<file path="src/rtl/packet_dest_router.sv">
// Four-way packet router: each packet is queued in the first-word fall-through FIFO chosen by its dest_addr field.
// Optional per-destination popped-EOP counters are enabled by defining ROUTER_EOP_COUNT_EN.
module packet_dest_router #(
    parameter int WIDTH_TYPE    = 2,
    parameter int WIDTH_PAYLOAD = 8,
    parameter int WIDTH_PACKET  = 2*WIDTH_TYPE + WIDTH_PAYLOAD + 1,
    parameter int FIFO_DEPTH    = 4
) (
    input  logic                      clk,
    input  logic                      rst,
    input  logic [WIDTH_PACKET-1:0]   in_packet,
    input  logic                      in_valid,
    output logic                      in_ready,
    output logic [4*WIDTH_PACKET-1:0] out_packet,
    output logic [3:0]                out_valid,
    input  logic [3:0]                out_ready
`ifdef ROUTER_EOP_COUNT_EN
    ,
    output logic [4*8-1:0]            eop_count
`endif
);

    localparam int AW = $clog2(FIFO_DEPTH);
    localparam int PW = AW + 1;

    logic [PW-1:0]           wr_ptr_q [4];
    logic [PW-1:0]           wr_ptr_d [4];
    logic [PW-1:0]           rd_ptr_q [4];
    logic [PW-1:0]           rd_ptr_d [4];
    logic [WIDTH_PACKET-1:0] mem_q    [4][FIFO_DEPTH];

    logic [WIDTH_TYPE-1:0]   dest_field;
    logic [1:0]              dest;
    logic [3:0]              full;
    logic [3:0]              empty;
    logic [3:0]              push;
    logic [3:0]              pop;

    assign dest_field = in_packet[WIDTH_PACKET-1 -: WIDTH_TYPE];
    assign dest       = dest_field[1:0];

    // NOTE: every signal written in always_comb gets a default first, so no path can infer a latch.
    always_comb begin
        full       = '0;
        empty      = '0;
        push       = '0;
        pop        = '0;
        out_valid  = '0;
        out_packet = '0;
        for (int i = 0; i < 4; i++) begin
            full[i]  = (wr_ptr_q[i][AW-1:0] == rd_ptr_q[i][AW-1:0]) &&
                       (wr_ptr_q[i][AW] != rd_ptr_q[i][AW]);
            empty[i] = (wr_ptr_q[i] == rd_ptr_q[i]);
        end
        // A full FIFO refuses the push even when it pops this cycle.
        in_ready = rst & ~full[dest];
        for (int i = 0; i < 4; i++) begin
            push[i]      = in_valid & in_ready & (dest == 2'(i));
            pop[i]       = out_ready[i] & ~empty[i];
            wr_ptr_d[i]  = wr_ptr_q[i] + PW'(push[i]);
            rd_ptr_d[i]  = rd_ptr_q[i] + PW'(pop[i]);
            out_valid[i] = ~empty[i];
            if (!empty[i]) begin
                out_packet[i*WIDTH_PACKET +: WIDTH_PACKET] = mem_q[i][rd_ptr_q[i][AW-1:0]];
            end
        end
    end

    // NOTE: sequential state uses non-blocking assignments so all flops update together at the edge.
    always_ff @(posedge clk or negedge rst) begin
        if (!rst) begin
            for (int i = 0; i < 4; i++) begin
                wr_ptr_q[i] <= '0;
                rd_ptr_q[i] <= '0;
            end
        end else begin
            for (int i = 0; i < 4; i++) begin
                wr_ptr_q[i] <= wr_ptr_d[i];
                rd_ptr_q[i] <= rd_ptr_d[i];
            end
        end
    end

    // NOTE: packet storage is deliberately not reset; clearing the pointers already empties every FIFO.
    always_ff @(posedge clk) begin
        for (int i = 0; i < 4; i++) begin
            if (push[i]) begin
                mem_q[i][wr_ptr_q[i][AW-1:0]] <= in_packet;
            end
        end
    end

`ifdef ROUTER_EOP_COUNT_EN
    logic [7:0] eop_cnt_q [4];
    logic [7:0] eop_cnt_d [4];

    // Counts popped end-of-packet beats per destination, saturating at 8'hFF.
    always_comb begin
        eop_count = '0;
        for (int i = 0; i < 4; i++) begin
            eop_cnt_d[i] = eop_cnt_q[i];
            if (pop[i] && out_packet[i*WIDTH_PACKET] && (eop_cnt_q[i] != 8'hFF)) begin
                eop_cnt_d[i] = eop_cnt_q[i] + 8'd1;
            end
            eop_count[i*8 +: 8] = eop_cnt_q[i];
        end
    end

    always_ff @(posedge clk or negedge rst) begin
        if (!rst) begin
            for (int i = 0; i < 4; i++) begin
                eop_cnt_q[i] <= '0;
            end
        end else begin
            for (int i = 0; i < 4; i++) begin
                eop_cnt_q[i] <= eop_cnt_d[i];
            end
        end
    end
`endif

endmodule

</file>
<file path="config.mk">
export PLATFORM = sky130hd
export DESIGN_NAME = packet_dest_router
export DESIGN_NICKNAME = d
export VERILOG_FILES = /design/src/rtl/packet_dest_router.sv
export SDC_FILE = /design/constraint.sdc
export NUM_CORES = 1
export LEC_CHECK = 0
export ABC_AREA = 1
export BUFFER_PORTS_ARGS = -buffer_cell sky130_fd_sc_hd__buf_2
export CAP_MARGIN = 25
export CORE_UTILIZATION = 59
export CTS_CLUSTER_SIZE = 28
export DETAILED_ROUTE_END_ITERATION = 16
export GPL_TIMING_DRIVEN = 0
export PLACE_DENSITY = 0.9
export SLEW_MARGIN = 30
export SYNTH_ARGS = -nofsm -noshare
export SYNTH_HDL_FRONTEND = slang
export SYNTH_SLANG_ARGS = --single-unit
</file>
<file path="constraint.sdc">
create_clock -name clk -period 2.71 [get_ports clk]
set_input_delay 0.1355 -clock clk [delete_from_list [all_inputs] [get_ports clk]]
set_output_delay 0.1355 -clock clk [all_outputs]
set_load 0.02 [all_outputs]
</file>
==> metrics.txt <==
top post-synthesis cells by area sky130_fd_sc_hd__edfxtp_1, sky130_fd_sc_hd__dfrtp_1, sky130_fd_sc_hd__nor2_1; starting density of the core 60.2%; proportion of synthesized flip-flops having asynchronous set or reset 10.3%; number of core rows 46; worst-case headroom to the max-slew limit 45.0%; chip height 129 um; worst reg2reg path endpoint mem_q[3][46]; series of cell instances along the critical path inv_1, nand2_1, nand2_1, nor2_1, nand2_1, nand2_2, nor2_4, nand4_2, nor2_2; Final Skew 0.00636 ns; total number of yosys warnings 0; Worst path depth 9; number of nets in the synthesized netlist 816; share of the synthesized area in the top cell type 65.6%; count of buffer and inverter cells on the critical path 1; total of max-cap violations 0; slowest stage cell, crit path sky130_fd_sc_hd__nor2_2; static leakage power 4.43 nW; power per cell area 1170 mW/mm^2; combinational group share of total power 42.1%; switching power share of the total 40.4%; TritonCTS clock tree done; htree depth 1; Post-Synthesis Cell Area 0.00952 mm^2; wire length of the first global-routing pass 31400 um; most frequent cells in the layout sky130_fd_sc_hd__edfxtp_1, sky130_fd_sc_hd__nor2_1, sky130_fd_sc_hd__nand2_1; DRT Wirelength 20800 um; Avg Cell Area, Syn 12.2 um^2; final count of hold timing violations 0; setup-violating endpoint count in the final report 0; count of state elements after synthesis 232; iteration count of the initial detailed-routing pass 7; Placeable Area 0.0158 mm^2; gp weighted congestion 0.794; vias in the first global route 6092; clk_lat worst skew 0.50 ns; area growth from synthesis to layout 15.1%; proportion of power drawn by flip-flops and latches 34.7%; Worst path most repeated cell sky130_fd_sc_hd__nand2_1; Die Width 129 um; clock power share 23.3%; dominant synthesized flop cell sky130_fd_sc_hd__edfxtp_1; most common cell after layout, fill and taps aside sky130_fd_sc_hd__edfxtp_1; count of flip-flops with a built-in enable after synthesis 208; CP Max Fanout 13; Post-CTS Hold Fix Bufs 5; Reg-to-Reg Start rd_ptr_q[10]; endpoint with the worst hold slack mem_q[2][30]; status finished, final reports clean; number of buffers between clock root and the deepest sink 3; start point of the worst hold path in_packet[4]; number of instances in the synthesized netlist 780; vias per std cell 5.66; required time at the endpoint of the critical path 2.84 ns; Setup TNS Final 0 ns; switching power 5.16 mW; PostCTS Resize Cnt 0; final setup margin 0.261 ns; delay of the slowest cell on the worst path 0.70 ns; maximum number of pins on one net before global-route repair 26; number of post-CTS setup repair buffers 0; Antenna Violating Nets Remaining 0; share of the clock period used by the worst path after layout 90.4%; Worst Hold Depth 1; achievable frequency 408 MHz; RSZ-0062 raised after global routing false; clock tree root driver cell sky130_fd_sc_hd__clkbuf_16; IR Drop Worst-Case VDD 1.06 mV; type of the worst min-delay path input port to flop; Final Max Slew Viols 0; ratio of cells with drive above 1 in the final layout 16.4%; port bufs 76; Power Internal 7.61 mW; Tmin final 2.45 ns; Synth area leader sky130_fd_sc_hd__edfxtp_1; CP Class flop to flop; Seq/Total Area, Yosys 71.9%; Clock Pin Slew Worst Setup and Hold Paths 0.06 ns; arrival time at the worst endpoint 2.58 ns; startpoint of the worst setup timing path rd_ptr_q[10]; count of distinct cell types in the synthesized netlist 24; post-detailed-route wirelength per cell 18.6 um; worst-case reg-to-reg path depth 9; post-detail-place hpwl 12300 um; Residual DRC 0; GRT overflow 0; setup slack at placement 0.323 ns; Worst setup EP type flop; via count of the routed design 6322; 1st-iter DRT viols 668; Top Ports 77; TritonCTS buffer count 22; area of the die 0.0167 mm^2; total routing usage reported by global routing 25.6%; Worst-Margin Slew 0.823 ns; kind of launch point of the worst setup path flop; clock tree sinks 232; number of antenna violations at the first check in global routing 1; # nets final 921; Register-to-Register Setup Slack 0.26 ns; Top Family by Delay on Critical Path simple AND/OR/NAND/NOR gates
## worst max-delay path by stage
stage	end	slack, ns
after floorplan	mem_q[1][39]	0.63
after global placement	mem_q[2][46]	0.11
after detailed placement	mem_q[3][43]	0.32
after CTS	mem_q[3][46]	0.27
after global routing	mem_q[3][46]	0.12
final	mem_q[3][46]	0.26
## metrics by stage
step	cell area, um^2	hold slack (ns)	power (mW)	cells	utilization [%]
final	11000	0.0521	12.8	1117	69.2
after global routing	11000	0.0574	13.5	1117	69.2
after CTS	11000	0.0419	12.8	1116	69.2
after detailed placement	10200	0.141	9.75	1072	64.5
after global placement	10200	0.139	9.55	1072	64.3
after floorplan	9520	-0.160	8.03	780	-
## metal layers
| metal | share of wire, % | vias up | track usage (%) |
|---|---|---|---|
| met5 | 0 | - | 0 |
| met4 | 3.9 | 0 | 13.4 |
| met3 | 8.0 | 75 | 4.46 |
| met2 | 51 | 346 | 43.6 |
| met1 | 37 | 2996 | 31.7 |
| li1 | - | 2905 | - |
## synth_stat cells (4+ instances only)
library cell,count
sky130_fd_sc_hd__edfxtp_1,208
sky130_fd_sc_hd__nor2_1,154
sky130_fd_sc_hd__nand2_1,105
sky130_fd_sc_hd__inv_1,80
sky130_fd_sc_hd__o21ai_0,78
sky130_fd_sc_hd__o22ai_1,26
sky130_fd_sc_hd__o32ai_1,26
sky130_fd_sc_hd__dfrtp_1,24
sky130_fd_sc_hd__clkbuf_1,18
sky130_fd_sc_hd__ha_1,16
sky130_fd_sc_hd__buf_2,10
sky130_fd_sc_hd__xor2_1,9
sky130_fd_sc_hd__buf_6,5
sky130_fd_sc_hd__nand4_2,4
## cell families after synthesis
logic type / count (synthesis) / share of synthesized area, %
AOI/OAI and AO/OA: 130 / 8.20
xor gates and xnor gates: 12 / 1.10
adders and majority gates: 16 / 2.10
buffers and inverters: 120 / 5.41
DFF: 232 / 71.9
and+or+nand+nor: 270 / 11.3
## worst register-to-register path, stage by stage, from the launching register on
cell	delay, ns
sky130_fd_sc_hd__dfrtp_1	0.47
sky130_fd_sc_hd__inv_1	0.18
sky130_fd_sc_hd__nand2_1	0.07
sky130_fd_sc_hd__nand2_1	0.08
sky130_fd_sc_hd__nor2_1	0.06
sky130_fd_sc_hd__nand2_1	0.08
sky130_fd_sc_hd__nand2_2	0.08
sky130_fd_sc_hd__nor2_4	0.15
sky130_fd_sc_hd__nand4_2	0.22
sky130_fd_sc_hd__nor2_2	0.70
## power by group through the flow
stage	Combinational (mW)	Sequential (mW)	Clock [mW]
detailed placement	5.26	4.49	0
CTS	5.36	4.42	2.98
finish	5.37	4.43	2.97
global route	5.90	4.46	3.10
floorplan	3.60	4.43	0
global placement	5.09	4.46	0
## area by class of cell
class,count,area (um^2)
Sequential cell,232,6850
Tap cell,216,270
Clock buffer,28,594
Clock inverter,11,97.6
Antenna cell,1,2.50
Fill cell,1029,4870
Timing Repair Buffer,81,430
Multi-Input combinational cell,428,2200
Inverter,85,327
Buffer,35,189
## flip-flops by register name (all words and copies together), names as in the netlist
| name | count |
|---|---|
| rd_ptr_q | 12 |
| wr_ptr_q | 12 |
| mem_q | 208 |
Note: power is estimated with default switching activity, not from simulation.
